[src/rtl/param_decoder_scan.sv]
// param_decoder_scan: registered N-to-2^N one-hot decoder with enable, output polarity and an auto-scan mode with programmable dwell.
module param_decoder_scan #(
   parameter int SEL_W      = 3,
   parameter int DWELL_W    = 8,
   parameter int ACTIVE_LOW = 0
) (
   input  logic                  clk,
   input  logic                  rst_n,
   input  logic                  en,
   input  logic                  mode,
   input  logic [SEL_W-1:0]      sel,
   input  logic                  sel_valid,
   input  logic [DWELL_W-1:0]    dwell,
   output logic [(2**SEL_W)-1:0] y,
   output logic [SEL_W-1:0]      idx,
   output logic                  active,
   output logic                  wrap
);
   localparam int OUT_W = 2**SEL_W;
   typedef enum logic [1:0] {IDLE, DIRECT, SCAN} state_t;
   state_t             state_q, state_d;
   logic [OUT_W-1:0]   y_q, y_d;
   logic [SEL_W-1:0]   idx_q, idx_d, idx_inc;
   logic [DWELL_W-1:0] cnt_q, cnt_d;
   logic               active_q, active_d, wrap_q, wrap_d;
   always_comb begin
      idx_inc  = idx_q + 1'b1;
      state_d  = !en ? IDLE : (mode ? SCAN : DIRECT);
      y_d      = y_q;
      idx_d    = idx_q;
      active_d = active_q;
      wrap_d   = 1'b0;
      cnt_d    = '0;
      if (!en) begin
         y_d      = '0;
         active_d = 1'b0;
      end else if (!mode) begin
         if (sel_valid) begin
            y_d      = OUT_W'(1) << sel;
            idx_d    = sel;
            active_d = 1'b1;
         end
      end else if (state_q != SCAN) begin
         y_d      = OUT_W'(1);
         idx_d    = '0;
         active_d = 1'b1;
         cnt_d    = dwell;
      end else if (cnt_q != '0) begin
         cnt_d = cnt_q - 1'b1;
      end else begin
         y_d    = OUT_W'(1) << idx_inc;
         idx_d  = idx_inc;
         cnt_d  = dwell;
         wrap_d = &idx_q;
      end
   end
   always_ff @(posedge clk or negedge rst_n) begin
      if (!rst_n) begin
         state_q  <= IDLE;
         y_q      <= '0;
         idx_q    <= '0;
         cnt_q    <= '0;
         active_q <= 1'b0;
         wrap_q   <= 1'b0;
      end else begin
         state_q  <= state_d;
         y_q      <= y_d;
         idx_q    <= idx_d;
         cnt_q    <= cnt_d;
         active_q <= active_d;
         wrap_q   <= wrap_d;
      end
   end
   assign y      = (ACTIVE_LOW != 0) ? ~y_q : y_q;
   assign idx    = idx_q;
   assign active = active_q;
   assign wrap   = wrap_q;
endmodule

[config.mk]
export PLATFORM = sky130hd
export DESIGN_NAME = param_decoder_scan
export DESIGN_NICKNAME = d
export VERILOG_FILES = /design/src/rtl/param_decoder_scan.sv
export SDC_FILE = /design/constraint.sdc
export NUM_CORES = 1
export LEC_CHECK = 0
export CORE_MARGIN = 1.5
export CORE_UTILIZATION = 35
export DETAILED_ROUTE_END_ITERATION = 8
export GPL_ROUTABILITY_DRIVEN = 1
export GPL_TIMING_DRIVEN = 0
export PLACE_DENSITY_LB_ADDON = 0.15
export SETUP_SLACK_MARGIN = 0.3
export SYNTH_ARGS = -nofsm -noshare
export SYNTH_HDL_FRONTEND = slang
export SYNTH_SLANG_ARGS = --single-unit
export TNS_END_PERCENT = 30
[constraint.sdc]
create_clock -name clk -period 3.84 [get_ports clk]
set_input_delay 1.152 -clock clk [delete_from_list [all_inputs] [get_ports clk]]
set_output_delay 1.152 -clock clk [all_outputs]
set_load 0.02 [all_outputs]
**Yosys cells after proc, flatten, opt, wreduce, memory -nomap -nowiden**

Cells that the tools add are included.

- Add/sub/neg operators: 2
- Equality and inequality tests: 5
- Shifts and indexed selects: 2
- Multiplexer cells: 23
- Reductions and logical operators: 6

Operators by type and width:

| operator | number |
|---|---|
| two-way mux 8 bit | 9 |
| << shifter 1 x 3 -> 8 bit, first input constant | 2 |
| two-way mux 3 bit | 4 |
| two-way mux 1 bit | 8 |
| nonzero test 8 bit | 1 |
| subtractor 8 x 1 -> 8 bit, second input constant | 1 |
| AND reduction 3 bit | 2 |
| two-way mux 2 bit | 2 |
| != test 4 bit, second input constant | 1 |
| AND reduction 2 bit | 2 |
| adder 3 x 1 -> 3 bit, second input constant | 1 |
| != test 3 x 1 -> 1 bit, second input constant | 1 |
| != test 3 x 2 -> 1 bit, second input constant | 1 |
| != test 3 bit, second input constant | 1 |
| != test 2 bit, second input constant | 1 |
| nonzero test 2 bit | 1 |

- Flip-flop bits (word level): 23

**Longest topological paths before layout**

Gate-level depths: netlist of run 1.

- Depth after elaboration: 6
- Mapped depth: 7

**Worst setup path after synthesis of run 1**

OpenSTA, ideal clock, no wires.

- Path kind: input-to-reg
- From: input mode
- To: register idx_q[0] (netlist: idx[0])
- Library setup time: 0.127 ns
- Arrival time: 2.153 ns
- Data required time: 3.713 ns
- Slack: 1.560 ns
- Stages on the path: 6
- Path buffers: 2
- Cell sequence: clkbuf_1 > nand3b_1 > a21oi_2 > or3b_1 > buf_6 > mux2i_1

- Cells in the longest elaborated chain, start to end: 2

Ends and longest elaborated chain:

| item | line | source |
|---|---|---|
| start, declared | 10 | `input logic mode,` |
| != test 3 bit (no line) or nonzero test 2 bit (tied branches) | - |  |
| AND reduction 3 bit (no line) | - |  |
| end signal, assigned | 68 | `idx_q <= idx_d;` |
| end, declared | 23 | `logic [SEL_W-1:0] idx_q, idx_d, idx_inc;` |

Parallel ways exist; a longest one is shown, timed or not.
A chain may end at the register's enable or synchronous reset.

**Final worst setup path of run 1**

- From: register idx_q[0] (netlist: idx[0])
- To: output idx[0]

RTL lines:

| item | line | source |
|---|---|---|
| end, declared | 15 | `output logic [SEL_W-1:0] idx,` |

No word-level cell between the ends.

==> results of run 1 <==
metal layers:
layer | up-vias | track usage | wire, um
met4 | 0 | 0.04891 | 27
met2 | 24 | 0.2194 | 1165
met1 | 515 | 0.2338 | 1511
met3 | 4 | 0.01964 | 105
li1 | 523 | - | -
met5 | - | 0 | 0
through the flow:
stage | power (mW) | instances | utilization | setup WS [ns]
floorplan | 0.3559 | 130 | - | 1.560
global placement | 0.4128 | 203 | 0.4674 | 1.313
detailed placement | 0.4158 | 203 | 0.4674 | 1.303
CTS | 0.5312 | 207 | 0.4751 | 1.275
global route | 0.5590 | 207 | 0.4751 | 1.218
finish | 0.5241 | 207 | 0.4751 | 1.290
state kept, by name, indices dropped and copies added (netlist names):
name and cells:
cnt_q 8, y 8, idx 3, state_q 2, active 1, wrap 1
cells by family after synthesis:
group / synth area share
and+or+nand+nor: 0.1844
AOI/OAI and AO/OA: 0.1627
DFF: 0.4536
buffers and inverters: 0.03945
adders and majority gates: 0.07890
xor gates and xnor gates: 0.04142
muxes: 0.03945
cell usage in the layout (no fill, tap or decap), types with 2 or more instances in the layout:
| cell | count |
|---|---|
| clkdlybuf4s50_1 | 27 |
| dfrtp_1 | 23 |
| nor2_1 | 15 |
| nand2_1 | 13 |
| ha_1 | 8 |
| inv_1 | 7 |
| o22ai_1 | 7 |
| a21oi_1 | 6 |
| a22oi_1 | 6 |
| nor2b_1 | 5 |
| mux2i_1 | 5 |
| xor2_1 | 4 |
| a211oi_1 | 4 |
| clkbuf_1 | 3 |
| o21ai_0 | 3 |
| nor3_1 | 3 |
| clkbuf_4 | 3 |
| xnor2_1 | 2 |
| nand3_1 | 2 |
| and2_1 | 2 |
| a32oi_1 | 2 |
how the worst max path moves through the flow:
| stage | slack (ns) | start | to | cells past startpoint |
|---|---|---|---|---|
| floorplan | 1.56 | mode | idx[0]$_DFFE_PN0P_ | 6 |
| global placement | 1.31 | en | y[2]$_DFFE_PN0P_ | 4 |
| detailed placement | 1.30 | en | idx[0]$_DFFE_PN0P_ | 4 |
| CTS | 1.27 | idx[0]$_DFFE_PN0P_ | idx[0] | 1 |
| global route | 1.22 | idx[0]$_DFFE_PN0P_ | idx[0] | 1 |
| finish | 1.29 | idx[0]$_DFFE_PN0P_ | idx[0] | 1 |
report_power, final:
group	switching [mW]	total [mW]	leakage, nW	internal [mW]
sequential	0.0147	0.271	0.307	0.256
clock	0.0734	0.114	0.0150	0.0406
combinational	0.0745	0.139	0.390	0.0645
total	0.163	0.524	0.712	0.361
final cells by class:
type	count	area, um2
Inverter	7	26.28
Buffer	4	23.77
Timing Repair Buffer	27	270.3
Multi-Input combinational cell	96	643.1
Sequential cell	23	575.6
Clock buffer	4	26.28
Tap cell	46	57.56
Fill cell	340	1793
==> flow_summary.ini, run 1 <==
[drt]
first_pass_iters = 4
routed_wl_um = 2809
drt_iter0_markers = 50
vias = 1066
route.detailed.drc = 0
via_per_inst = 5.150
drt.antenna.violating_nets = 0
wl_per_cell_um = 13.57

[yosys]
syn_area_um2 = 1269
synth_area_leaders = dfrtp_1 45%, ha_1 7.9%, nor2_1 4.4%
syn_nets = 154
synth_common_cells = 23 x dfrtp_1, 15 x nor2_1, 13 x nand2_1, 8 x ha_1
async_flop_share = 1.000
yosys.area.top_type_share = 0.4536
synth_area_per_cell_um2 = 9.759
ys_ff_latch = 23
synth_warnings = 0
ys.flop_type = dfrtp_1
seq_area_frac_synth = 0.4536
ys_types = 30
yosysMostFrequentCell = dfrtp_1
synth_top_cell_by_area = dfrtp_1
synth-edff-count = 0
synthCells = 130

[die]
die_y_um = 63.21
ioPinCount = 29
num_rows = 21
die_area_um2 = 3995
core_area_um2 = 3416
initial_core_util = 0.3714
die_x_um = 63.21

[placed_design]
gp_congestion = 0.8107
hpwl_um = 2074
portBuffers = 27
postPlaceCellArea_um2 = 1597

[cts]
htree_levels = 1
cts_sinks = 23
cts_buffer_depth = 2
cts_hold_buf = 0
ctsResizeCount = 0
clkLatencyLatePin_ns = 0.31
cts_tree = built
post-cts-setup-buffers = 0
clock-root-buffer = clkbuf_4
clkTransAtPathRegs_ns = 0.13
cts_made_buffers = 3

[sta]
hold_slack_ns = 0.5144
worst_slew_pin_slew_ns = 1.050
min_period_ns = 2.550
hold_viol = 0
final-max-slew-violation-count = 0
max_freq_mhz = 392.1
fin_crit_sh = 0.6641
tns_ns = 0
setup_violations = 0
rsz0062_at_grt = no
fin_worst_skew_ns = 0.008931
relSlewSlack = 0.2978

[setup_path]
path_cells = clkdlybuf4s50_1
r2r_start = cnt_q[0]$_DFF_PN0_
reg2reg_depth = 6
crit_slowest_cell = clkdlybuf4s50_1
r2r_end = y[0]$_DFFE_PN0P_
cpPeakStageDelay_ns = 0.64
start_kind = flip-flop
path_max_fanout = 5
critPathBufInv = 1
critPathKind = flip-flop to primary output
crit_arrival_ns = 1.40
cp_data_required_time_ns = 2.69
critPathTopFamily = buffers and inverters
r2r_slack_ns = 1.87
cp-end-kind = primary output

[min_path]
hold_class = flip-flop to flip-flop
hold_start = active$_DFFE_PN0P_
hold_end = active$_DFFE_PN0P_
min_path_cells = 1

[power_and_ir_drop]
ir_drop_uv = 103.4
p_leak_nw = 0.7124
p_per_area_nw_per_um2 = 322.9

[final_layout]
layout.nets = 186
syn_to_final_growth_pct = 27.91
diodes = 0
final_area_um2 = 1623
drive_above_1_share = 0.04348

[run]
maxCapViolations = 0

[global_route]
grt.total_usage = 0.1519
grt_first_pass_wirelength_um = 4857
grt_overflow = 0
grt_start_max_net_pins = 24
antenna_found_initial = 0
grt_pass1_vias = 1009

[run_status]
status = complete, no violations
No activity file was read; power rests on OpenSTA's default activity.
==> run 2, diff against run 1 <==
==> constraint.sdc (replaced) <==
create_clock -name clk -period 2.2 [get_ports clk]
set_input_delay 0.66 -clock clk [delete_from_list [all_inputs] [get_ports clk]]
set_output_delay 0.66 -clock clk [all_outputs]
set_load 0.02 [all_outputs]
==> run 2 against run 1 <==
- design area is 2.0% higher
- total power is 76% higher
- via count stayed put
- global-route usage is 0.30 points higher
- critical endpoint is now y[1]
- critical path type unchanged
- non-clock buffer count is 1 higher
- highest routed layer unchanged
- worst hold slack worse by 0.0040 ns
- routed wire length is 4.0% higher
- largest power group unchanged
- combinational power is 76% higher
==> flow_summary.ini, run 2 (synthesis gave the netlist of run 1 again) <==
[placed_design]
hpwl_um = 2074
placedCellCount = 203
portBuffers = 27
dp_worst_setup_slack_ns = 0.1551
gp_congestion = 0.8107

[sta]
final-max-slew-violation-count = 0
hold_viol = 0
rsz0062_at_grt = yes
relSlewSlack = 0.2930
min_period_ns = 1.953
tns_ns = 0
max_freq_mhz = 512.0
setup_violations = 0
worst_slew_pin_slew_ns = 1.057
fin_crit_sh = 0.8877
setup_ws_ns = 0.2470
fin_worst_skew_ns = 0.002945
hold_slack_ns = 0.5104

[final_layout]
diodes = 0
layout.nets = 187
layout_common_cells = 23 x dfrtp_1, 22 x clkdlybuf4s50_1, 14 x nor2_1, 13 x nand2_1, 8 x ha_1
syn_to_final_growth_pct = 30.47
final_util = 0.4846
multi_input_area_um2 = 666.9
drive_above_1_share = 0.08642
nFillCells = 338
finalNonFillerCells = 208
final_common_cell = dfrtp_1
ff_latch_area_um2 = 575.6

[drt]
via_per_inst = 5.125
wl_per_cell_um = 14.05
drt_iter0_markers = 46
first_pass_iters = 4
maxUsedRoutingLayer = met4
route.detailed.drc = 0
drt.antenna.violating_nets = 0
routed_wl_um = 2922
routed-wl-met2_um = 1228
route.met3.wl_um = 116
vias = 1066
wl_met1_um = 1540

[cts]
cts_made_buffers = 3
cts_sinks = 23
clkLatencyLatePin_ns = 0.31
cts_hold_buf = 0
clkTransAtPathRegs_ns = 0.13
cts_buffer_depth = 2
clock-root-buffer = clkbuf_4
cts_tree = built
htree_levels = 1

[power_and_ir_drop]
swShare = 0.3183
combPwrFrac = 0.265
intPower_mw = 0.6290
clockPowerShare = 0.221
p_leak_nw = 0.7615
p_seq_frac = 0.514
p_per_area_nw_per_um2 = 557.4
power_switching_mw = 0.2937
ir_drop_uv = 187.6

[setup_path]
reg2reg_depth = 7
crit_arrival_ns = 1.29
cpPeakStageDelay_ns = 0.60
start_kind = flip-flop
path_max_fanout = 2
path_cells = clkdlybuf4s50_1
crit_cells = 1
cp_data_required_time_ns = 1.54
crit_slowest_cell = clkdlybuf4s50_1
critPathKind = flip-flop to primary output
cp-end-kind = primary output
critPathTopFamily = buffers and inverters
critPathBufInv = 1

[global_route]
antenna_found_initial = 0
grt_pass1_vias = 1008
grt_start_max_net_pins = 24
grt_first_pass_wirelength_um = 4954
grt_overflow = 0
grt.total_usage = 0.1550

[die]
die_x_um = 63.21
num_rows = 21
ioPinCount = 29
initial_core_util = 0.3714
core_area_um2 = 3416
die_area_um2 = 3995
die_y_um = 63.21

[min_path]
hold_class = flip-flop to flip-flop
min_path_cells = 1

[run]
maxCapViolations = 0

[run_status]
status = complete, no violations
run 2: routing by layer:
metal	track usage	vias up
li1	-	525
met1	0.2418	513
met2	0.2207	23
met3	0.01964	5
met4	0.04891	0
met5	0	-
run 2: repair_timing:
item	4_1_cts	5_1_grt
cloned	0	0
setup endpoints to repair	26	26
pin swaps	0	1
setup buffers	0	1
resized for setup	5	7
run 2: area by class of cell:
type	count	share of cell area
Multi-Input combinational cell	96	0.4029
Inverter	7	0.01587
Buffer	4	0.01436
Sequential cell	23	0.3477
Clock buffer	4	0.01587
Timing Repair Buffer	28	0.1686
Tap cell	46	0.03477
run 2: final timing paths:
path / start / endpoint / slack, ns
max: y[1]$_DFFE_PN0P_ / y[1] / 0.25
min: active$_DFFE_PN0P_ / active$_DFFE_PN0P_ / 0.51
max reg2reg: cnt_q[0]$_DFF_PN0_ / y[3]$_DFFE_PN0P_ / 0.37
min reg2reg: active$_DFFE_PN0P_ / active$_DFFE_PN0P_ / 0.51
max in group asynchronous: rst_n / state_q[0]$_DFF_PN0_ / 0.67
min in group asynchronous: rst_n / y[7]$_DFFE_PN0P_ / 0.90
run 2: power groups by stage:
stage | combinational [mW] | sequential (mW) | clock [mW]
after floorplan | 0.124 | 0.497 | 0
after global placement | 0.240 | 0.481 | 0
after detailed placement | 0.244 | 0.482 | 0
after CTS | 0.241 | 0.474 | 0.208
after global routing | 0.270 | 0.479 | 0.232
final | 0.244 | 0.474 | 0.204
run 2: worst reg2reg max path, delay by kind of cell (launching register included):
kind,cells,cell delay [ns]
adders and majority gates,1,0.16
DFF,1,0.43
buffers and inverters,2,0.24
AOI/OAI and AO/OA,2,0.28
and+or+nand+nor,2,0.65
run 2: stage by stage:
stage	instance area, um2	power (mW)
floorplan	1269	0.6213
global placement	1597	0.7205
detailed placement	1597	0.7258
CTS	1627	0.9219
global route	1655	0.9806
finish	1655	0.9227
==> run 3, diff against run 2 <==
--- a/config.mk
+++ b/config.mk
@@ -8,7 +8,7 @@
 export CORE_MARGIN = 1.5
 export CORE_UTILIZATION = 35
 export DETAILED_ROUTE_END_ITERATION = 8
-export GPL_ROUTABILITY_DRIVEN = 1
+export GPL_ROUTABILITY_DRIVEN = 0
 export GPL_TIMING_DRIVEN = 0
 export PLACE_DENSITY_LB_ADDON = 0.15
 export SETUP_SLACK_MARGIN = 0.3
==> results of run 3 <==
Final layout, timing and power as in run 2 (identical DEF).
